`src/rtl/distribute_pkg.sv`:
```
`default_nettype none
// ============================================================================
// Module      : distribute_pkg
// Description : Constants shared by the distribution-tree switches. Each
//               constant is a one-bit fill value; switches replicate it to
//               their own data or mask width, so one package serves every
//               parameterisation.
// Revision    : 1.0 - initial release
// ============================================================================
package distribute_pkg;

    // Fill bit for payload slices of outputs that are not valid (dummy data).
    localparam logic DUMMY_DATA = 1'b0;

    // Destination mask fill bits: no destination / every destination.
    localparam logic CMD_NONE   = 1'b0;
    localparam logic CMD_BCAST  = 1'b1;

endpackage : distribute_pkg
`default_nettype wire

```
`src/rtl/distribute_switch_fork.sv`:
```
`default_nettype none
// ============================================================================
// Module      : distribute_switch_fork
// Description : Registered 1-to-NUM_OUT distribute switch. One input beat is
//               held until every output addressed by its destination mask has
//               handshaked; outputs drain independently, so a slow consumer
//               stalls only the input. Beats with an empty mask are consumed
//               and counted in a saturating drop counter.
// Revision    : 1.0 - initial release
// ============================================================================
module distribute_switch_fork
    import distribute_pkg::*;
#(
    parameter int DATA_WIDTH = 32,
    parameter int NUM_OUT    = 4,
    parameter int CNT_WIDTH  = 16
) (
    input  logic                          clk,
    input  logic                          rst_n,
    input  logic                          i_en,
    input  logic                          i_valid,
    output logic                          o_ready,
    input  logic [DATA_WIDTH-1:0]         i_data_bus,
    input  logic [NUM_OUT-1:0]            i_cmd,
    output logic [NUM_OUT-1:0]            o_valid,
    input  logic [NUM_OUT-1:0]            i_ready,
    output logic [NUM_OUT*DATA_WIDTH-1:0] o_data_bus,
    output logic [CNT_WIDTH-1:0]          o_drop_cnt
);

    localparam logic [NUM_OUT-1:0]    C_MASK_NONE  = {NUM_OUT{CMD_NONE}};
    localparam logic [DATA_WIDTH-1:0] C_DUMMY      = {DATA_WIDTH{DUMMY_DATA}};
    localparam logic [CNT_WIDTH-1:0]  C_CNT_MAX    = {CNT_WIDTH{1'b1}};

    logic [DATA_WIDTH-1:0] data_q, data_d;
    logic [NUM_OUT-1:0]    pend_q, pend_d;
    logic [CNT_WIDTH-1:0]  drop_q, drop_d;

    logic [NUM_OUT-1:0]    w_pend_left;
    logic                  w_drain_done;
    logic                  w_accept;

    // Acceptance: the holding stage is free once every pending output
    // handshakes this cycle, which allows drain and refill in the same cycle.
    always_comb begin
        w_pend_left  = pend_q & ~i_ready;
        w_drain_done = (w_pend_left == C_MASK_NONE);
        o_ready      = i_en && w_drain_done;
        w_accept     = i_valid && o_ready;
    end

    // Next state: a new mask overwrites the pending set; otherwise pending
    // bits clear as their outputs handshake. Empty masks bump the counter.
    always_comb begin
        pend_d = w_pend_left;
        data_d = data_q;
        drop_d = drop_q;
        if (w_accept) begin
            pend_d = i_cmd;
            data_d = i_data_bus;
            if ((i_cmd == C_MASK_NONE) && (drop_q != C_CNT_MAX)) begin
                drop_d = drop_q + CNT_WIDTH'(1);
            end
        end
    end

    // State register; reset discards any beat in flight.
    always_ff @(posedge clk or negedge rst_n) begin
        if (!rst_n) begin
            data_q <= '0;
            pend_q <= '0;
            drop_q <= '0;
        end else begin
            data_q <= data_d;
            pend_q <= pend_d;
            drop_q <= drop_d;
        end
    end

    assign o_valid    = pend_q;
    assign o_drop_cnt = drop_q;

    // Per-output data gating: idle outputs present dummy data, not stale beats.
    generate
        for (genvar k = 0; k < NUM_OUT; k++) begin : g_out
            assign o_data_bus[k*DATA_WIDTH +: DATA_WIDTH] = pend_q[k] ? data_q : C_DUMMY;
        end
    endgenerate

endmodule : distribute_switch_fork
`default_nettype wire

```
`config.mk`:
```
export PLATFORM = sky130hd
export DESIGN_NAME = distribute_switch_fork
export DESIGN_NICKNAME = d
export VERILOG_FILES = /design/src/rtl/distribute_pkg.sv /design/src/rtl/distribute_switch_fork.sv
export SDC_FILE = /design/constraint.sdc
export NUM_CORES = 1
export LEC_CHECK = 0
export ABC_CLOCK_PERIOD_IN_PS = 4800
export BUFFER_PORTS_ARGS = -buffer_cell sky130_fd_sc_hd__buf_2
export CAP_MARGIN = 15
export CORE_MARGIN = 8
export CORE_UTILIZATION = 47
export DETAILED_ROUTE_END_ITERATION = 8
export GPL_TIMING_DRIVEN = 0
export HOLD_SLACK_MARGIN = 0.15
export PLACE_DENSITY = 0.87
export SYNTH_ARGS = -nofsm -noshare
export SYNTH_HDL_FRONTEND = slang
export SYNTH_SLANG_ARGS = --single-unit
```
`constraint.sdc`:
```
create_clock -name clk -period 4.8 [get_ports clk]
set_input_delay 0.24 -clock clk [delete_from_list [all_inputs] [get_ports clk]]
set_output_delay 0.24 -clock clk [all_outputs]
set_load 0.005 [all_outputs]
```
=== Yosys cells after proc, flatten, opt, wreduce, memory -nomap -nowiden ===
Cells that the tools add are included.

* Bits of input ports: 44
* Register bits: 52
* Logic and storage cells: 18

* Reduce and logical (&&, ||, !) cells: 6
* Equal/unequal tests: 1
* Bitwise logic cells: 2
* Add/sub/neg operators: 1
* Mux-type cells: 5

{| class="wikitable"
|+ Operators by type and width
! cell !! number
|-
| two-way mux 32 bit || 4
|-
| adder 16 x 1 -> 16 bit, second input constant || 1
|-
| inequality test 16 bit, second input constant || 1
|-
| zero test 4 bit || 2
|-
| AND 4 bit || 1
|-
| two-way mux 4 bit || 1
|-
| inverter 4 bit || 1
|-
| logical AND 1 bit || 3
|-
| AND reduction 2 bit || 1
|}

=== Depth between registers and ports, before layout ===
* Depth after elaboration: 6
* Depth in mapped cells: 7

=== Worst setup path before layout ===
No wires, ideal clock.

* Path type: register to register
* Start: reg pend_q[3], in the netlist o_valid[3]
* End: reg data_q[10]
* Setup time: 0.125 ns
* Stages on the path, launching flop included: 8
* Required time: 4.675 ns
* Arrival: 1.863 ns
* Path buffers: 2
* Slack: 2.813 ns
* Cells stage by stage: dfrtp_1 nor2b_4 or3_4 nor2_1 and2_1 buf_4 buf_4 mux2_2

* Longest elaborated chain between the ends: 4

{| class="wikitable"
|+ RTL lines
! element !! RTL line !! source
|-
| from (decl) || distribute_switch_fork.sv:36 || <nowiki>logic [NUM_OUT-1:0] pend_q, pend_d;</nowiki>
|-
| from (signal assigned) || distribute_switch_fork.sv:75 || <nowiki>pend_q <= pend_d;</nowiki>
|-
| AND 4 bit || distribute_switch_fork.sv:46 || <nowiki>w_pend_left = pend_q & ~i_ready;</nowiki>
|-
| zero test 4 bit || distribute_switch_fork.sv:47 || <nowiki>w_drain_done = (w_pend_left == C_MASK_NONE);</nowiki>
|-
| logical AND 1 bit || distribute_switch_fork.sv:48 || <nowiki>o_ready = i_en && w_drain_done;</nowiki>
|-
| net o_ready || distribute_switch_fork.sv:22 || <nowiki>output logic o_ready,</nowiki>
|-
| logical AND 1 bit || distribute_switch_fork.sv:49 || <nowiki>w_accept = i_valid && o_ready;</nowiki>
|-
| to (signal assigned) || distribute_switch_fork.sv:74 || <nowiki>data_q <= data_d;</nowiki>
|-
| to (decl) || distribute_switch_fork.sv:35 || <nowiki>logic [DATA_WIDTH-1:0] data_q, data_d;</nowiki>
|}

The timed path passes the listed nets, and every way through them passes these cells.
A chain may end at the register's enable or synchronous reset.

=== Final worst setup path ===
* Start: reg pend_q[2], in the netlist o_valid[2]
* End: reg data_q[12]

* Longest elaborated chain between the ends: 4

{| class="wikitable"
|+ RTL lines
! element !! RTL line
|-
| AND 4 bit || distribute_switch_fork.sv:46
|-
| zero test 4 bit || distribute_switch_fork.sv:47
|-
| logical AND 1 bit || distribute_switch_fork.sv:48
|-
| logical AND 1 bit || distribute_switch_fork.sv:49
|}

Every way passes these cells.

==> run summary <==
## Status
* **run status** finished clean

## Finish
* **final instance area** 0.00431 mm^2
* **Register Area** 0.00130 mm^2
* **Total Nets Final** 546
* **Multi-input gate area** 0.00167 mm^2
* **share of layout cells above drive strength 1** 50.3%
* **Layout Area Growth over Synthesis** 40.2%
* **# fillers** 519
* **number of antenna diodes** 0

## Yosys
* **share of the synthesized area in compound gates (AO/OA/AOI/OAI)** 1.10%
* **cell area after technology mapping** 0.00308 mm^2
* **post-synth cell types** 32
* **share of synthesized area spent on multiplexers** 12.1%
* **simple-gate portion of the synthesized area** 36.5%
* **Post-Synth Adder-Cell Area** 0.407%
* **number of synthesized register bits** 52
* **Net Count, Synth** 343
* **syn avg cell area** 10.3 um^2
* **combinational family with the most area after synthesis** simple AND/OR/NAND/NOR gates
* **share of the yosys chip area belonging to registers** 42.3%
* **Cells after Synth** 298
* **XOR/XNOR Fraction of Synth Area** 4.27%
* **warnings from Yosys** 0

## Floorplan
* **Die W** 96.9 um
* **Die Y-Extent** 96.9 um
* **Core Box Area** 0.00635 mm^2
* **row count** 29
* **initial core utilization** 48.5%
* **die outline area** 0.00939 mm^2
* **IO Pins** 193

## Timing
* **achievable clock frequency** 453 MHz
* **RSZ-0062 raised after global routing** no
* **worst hold slack** 159 ps
* **Setup-failing EPs final** 0
* **transition time at the pin with the least slew margin** 666 ps
* **Final Max Slew Viols** 0
* **Max-Slew Margin vs Limit** 55.2%
* **Period Utilization, post-route** 46.0%
* **hold violation count in the final report** 0
* **time the final worst path needs with I/O delays and setup** 2210 ps
* **Worst Skew** 13.1 ps
* **crit path setup slack, layout** 2590 ps
* **Setup Total Neg Slack** 0 ps

## Power
* **clock network fraction of design power** 26.4%
* **power density over the cells** 304 mW/mm^2
* **Max VDD drop** 0.248 mV
* **proportion of power drawn by flip-flops and latches** 46.3%
* **switching share of total power** 29.2%
* **leakage component of the power** 2.47 nW
* **power share of the combinational group** 27.3%
* **internal power** 0.929 mW
* **sw power** 0.382 mW

## Route
* **number of antenna-violating nets in the routed design** 0
* **routed via count** 2878
* **post-DR vias/cell** 4.98
* **DRT iter0 DRCs** 85
* **residual DRC count** 0
* **average detailed-routed wire length per instance** 16.9 um
* **wire length after detailed routing** 9760 um
* **detailed-router iteration count before antenna repair** 4

## GRT
* **maximum number of pins on one net before global-route repair** 53
* **number of global-route vias before repair** 3054
* **initial antenna violation count** 0
* **overall global routing resource usage** 19.8%
* **Overflow after GRT** 0
* **wire length of the first global-routing pass** 15800 um

## CTS
* **root buffer selected by CTS** sky130_fd_sc_hd__clkbuf_8
* **post-CTS setup repair buffer count** 0
* **number of buffers on the longest clock path** 2
* **number of sinks driven by the clock tree** 52
* **H-tree depth** 2
* **TritonCTS clock tree** done
* **clock network latency to the later pin of the worst-skew pair** 300 ps
* **CTS Hold Bufs** 2
* **number of instances resized during post-cts repair** 0
* **total clock buffers created by CTS** 5
* **clock input transition at the sequential cells of the worst setup and hold paths** 100 ps

## Place
* **dpl ws** 2600 ps
* **post-detailed-placement half-perimeter wirelength** 7780 um
* **last weighted congestion value of the routability-driven placer** 0.812
* **Port Buffer Count** 192
* **total cell area at the placement stage** 0.00413 mm^2

## Critical path
* **sort of element at the end of the critical path** flop
* **worst path arrival time** 2390 ps
* **critical path startpoint category** flop
* **CP required** 4980 ps
* **category of the critical setup timing path** flop to flop
* **highest net fanout along the worst path** 10

## Flow run
* **max-capacitance violation count** 0

## Min path
* **worst min-delay path category** input pin to flop

## cell families (layout without fill, tap and decap cells)
family	Yosys count	after routing
AO/OA/AOI/OAI	4	4
adder cells (fa/ha/maj)	1	1
AND/OR/NAND/NOR	174	174
buffers and inverters	19	222
XOR/XNOR	15	15
flip-flops	52	52
multiplexers	33	33
## stage by stage
step	util (%)	instances	total power, mW
after CTS	67.4	576	1.32
after global routing	67.9	578	1.39
after detailed placement	65.1	567	0.977
after global placement	65.1	567	0.961
final	67.9	578	1.31
after floorplan	-	298	0.781
## sequential cells by signal (all words and copies together), names as in the netlist
signal	count
data_q	32
o_valid	4
o_drop_cnt	16
## critical path, cell delays in order (launching register included)
cell	delay (ps)
sky130_fd_sc_hd__dfrtp_1	490
sky130_fd_sc_hd__nor2b_1	190
sky130_fd_sc_hd__or3_4	390
sky130_fd_sc_hd__nor2_1	140
sky130_fd_sc_hd__and2_1	140
sky130_fd_sc_hd__buf_4	190
sky130_fd_sc_hd__buf_4	210
sky130_fd_sc_hd__mux2_2	340
## layout by cell type, fill, tap and decap left out, drive strengths merged, types with 3 or more instances in the layout
master       Yosys  layout
nor3             5       5
nor4             8       8
dlygate4sd3      0       3
mux2            33      33
nor2             3       3
xor2            13      13
buf              6     199
clkbuf          12      17
nand3            6       6
nor2b            3       3
nand4            4       4
and2           129     129
a21o             3       3
nand2            7       7
dfrtp           52      52
## per-layer routing
| metal | track usage, % | wire [um] | vias up |
|---|---|---|---|
| met5 | 0 | 0 | - |
| met1 | 21.8 | 3820 | 1356 |
| met4 | 5.92 | 144 | 0 |
| met2 | 34.0 | 4820 | 137 |
| met3 | 8.32 | 976 | 14 |
| li1 | - | - | 1371 |
## path summary, 6_finish.rpt
path	startpoint	endpoint	slack, ps	depth (start not counted)
max	o_valid[2]	data_q[12]	2590	7
max in group asynchronous	rst_n	data_q[17]	3770	3
min reg2reg	o_drop_cnt[15]	o_drop_cnt[15]	520	1
max reg2reg	o_valid[2]	data_q[12]	2590	7
min in group asynchronous	rst_n	o_drop_cnt[2]	460	2
min	i_data_bus[4]	data_q[4]	160	2
## power groups by stage
stage	clock network [mW]	registers, mW	logic [mW]
6_report	0.346	0.607	0.358
5_1_grt	0.364	0.625	0.398
4_1_cts	0.353	0.607	0.363
3_5_place_dp	0	0.616	0.361
3_3_place_gp	0	0.610	0.351
2_1_floorplan	0	0.583	0.199
## synth_stat cells, drive strengths merged
cell type	number	share of area, %
a21bo	1	0.33
a21o	3	0.77
and2	129	26
and3	2	0.41
and4	2	0.57
buf	6	1.7
clkbuf	12	1.5
dfrtp	52	42
ha	1	0.41
inv	1	0.12
mux2	33	12
nand2	7	0.85
nand2b	1	0.20
nand3	6	0.98
nand4	4	0.81
nand4b	1	0.28
nor2	3	0.37
nor2b	3	0.85
nor3	5	0.81
nor4	8	3.1
nor4b	1	0.28
or2	1	0.28
or3	1	0.37
xnor2	2	0.57
xor2	13	3.7
## final cells by class
class                           instances  share of cell area (%)
Buffer                                 18                    2.29
Clock buffer                            5                    1.60
Clock inverter                          2                    1.39
Inverter                                1                  0.0870
Multi-Input combinational cell        227                    38.8
Sequential cell                        52                    30.2
Tap cell                               77                    2.23
Timing Repair Buffer                  196                    23.4
Power figures use the tool's default switching activity.
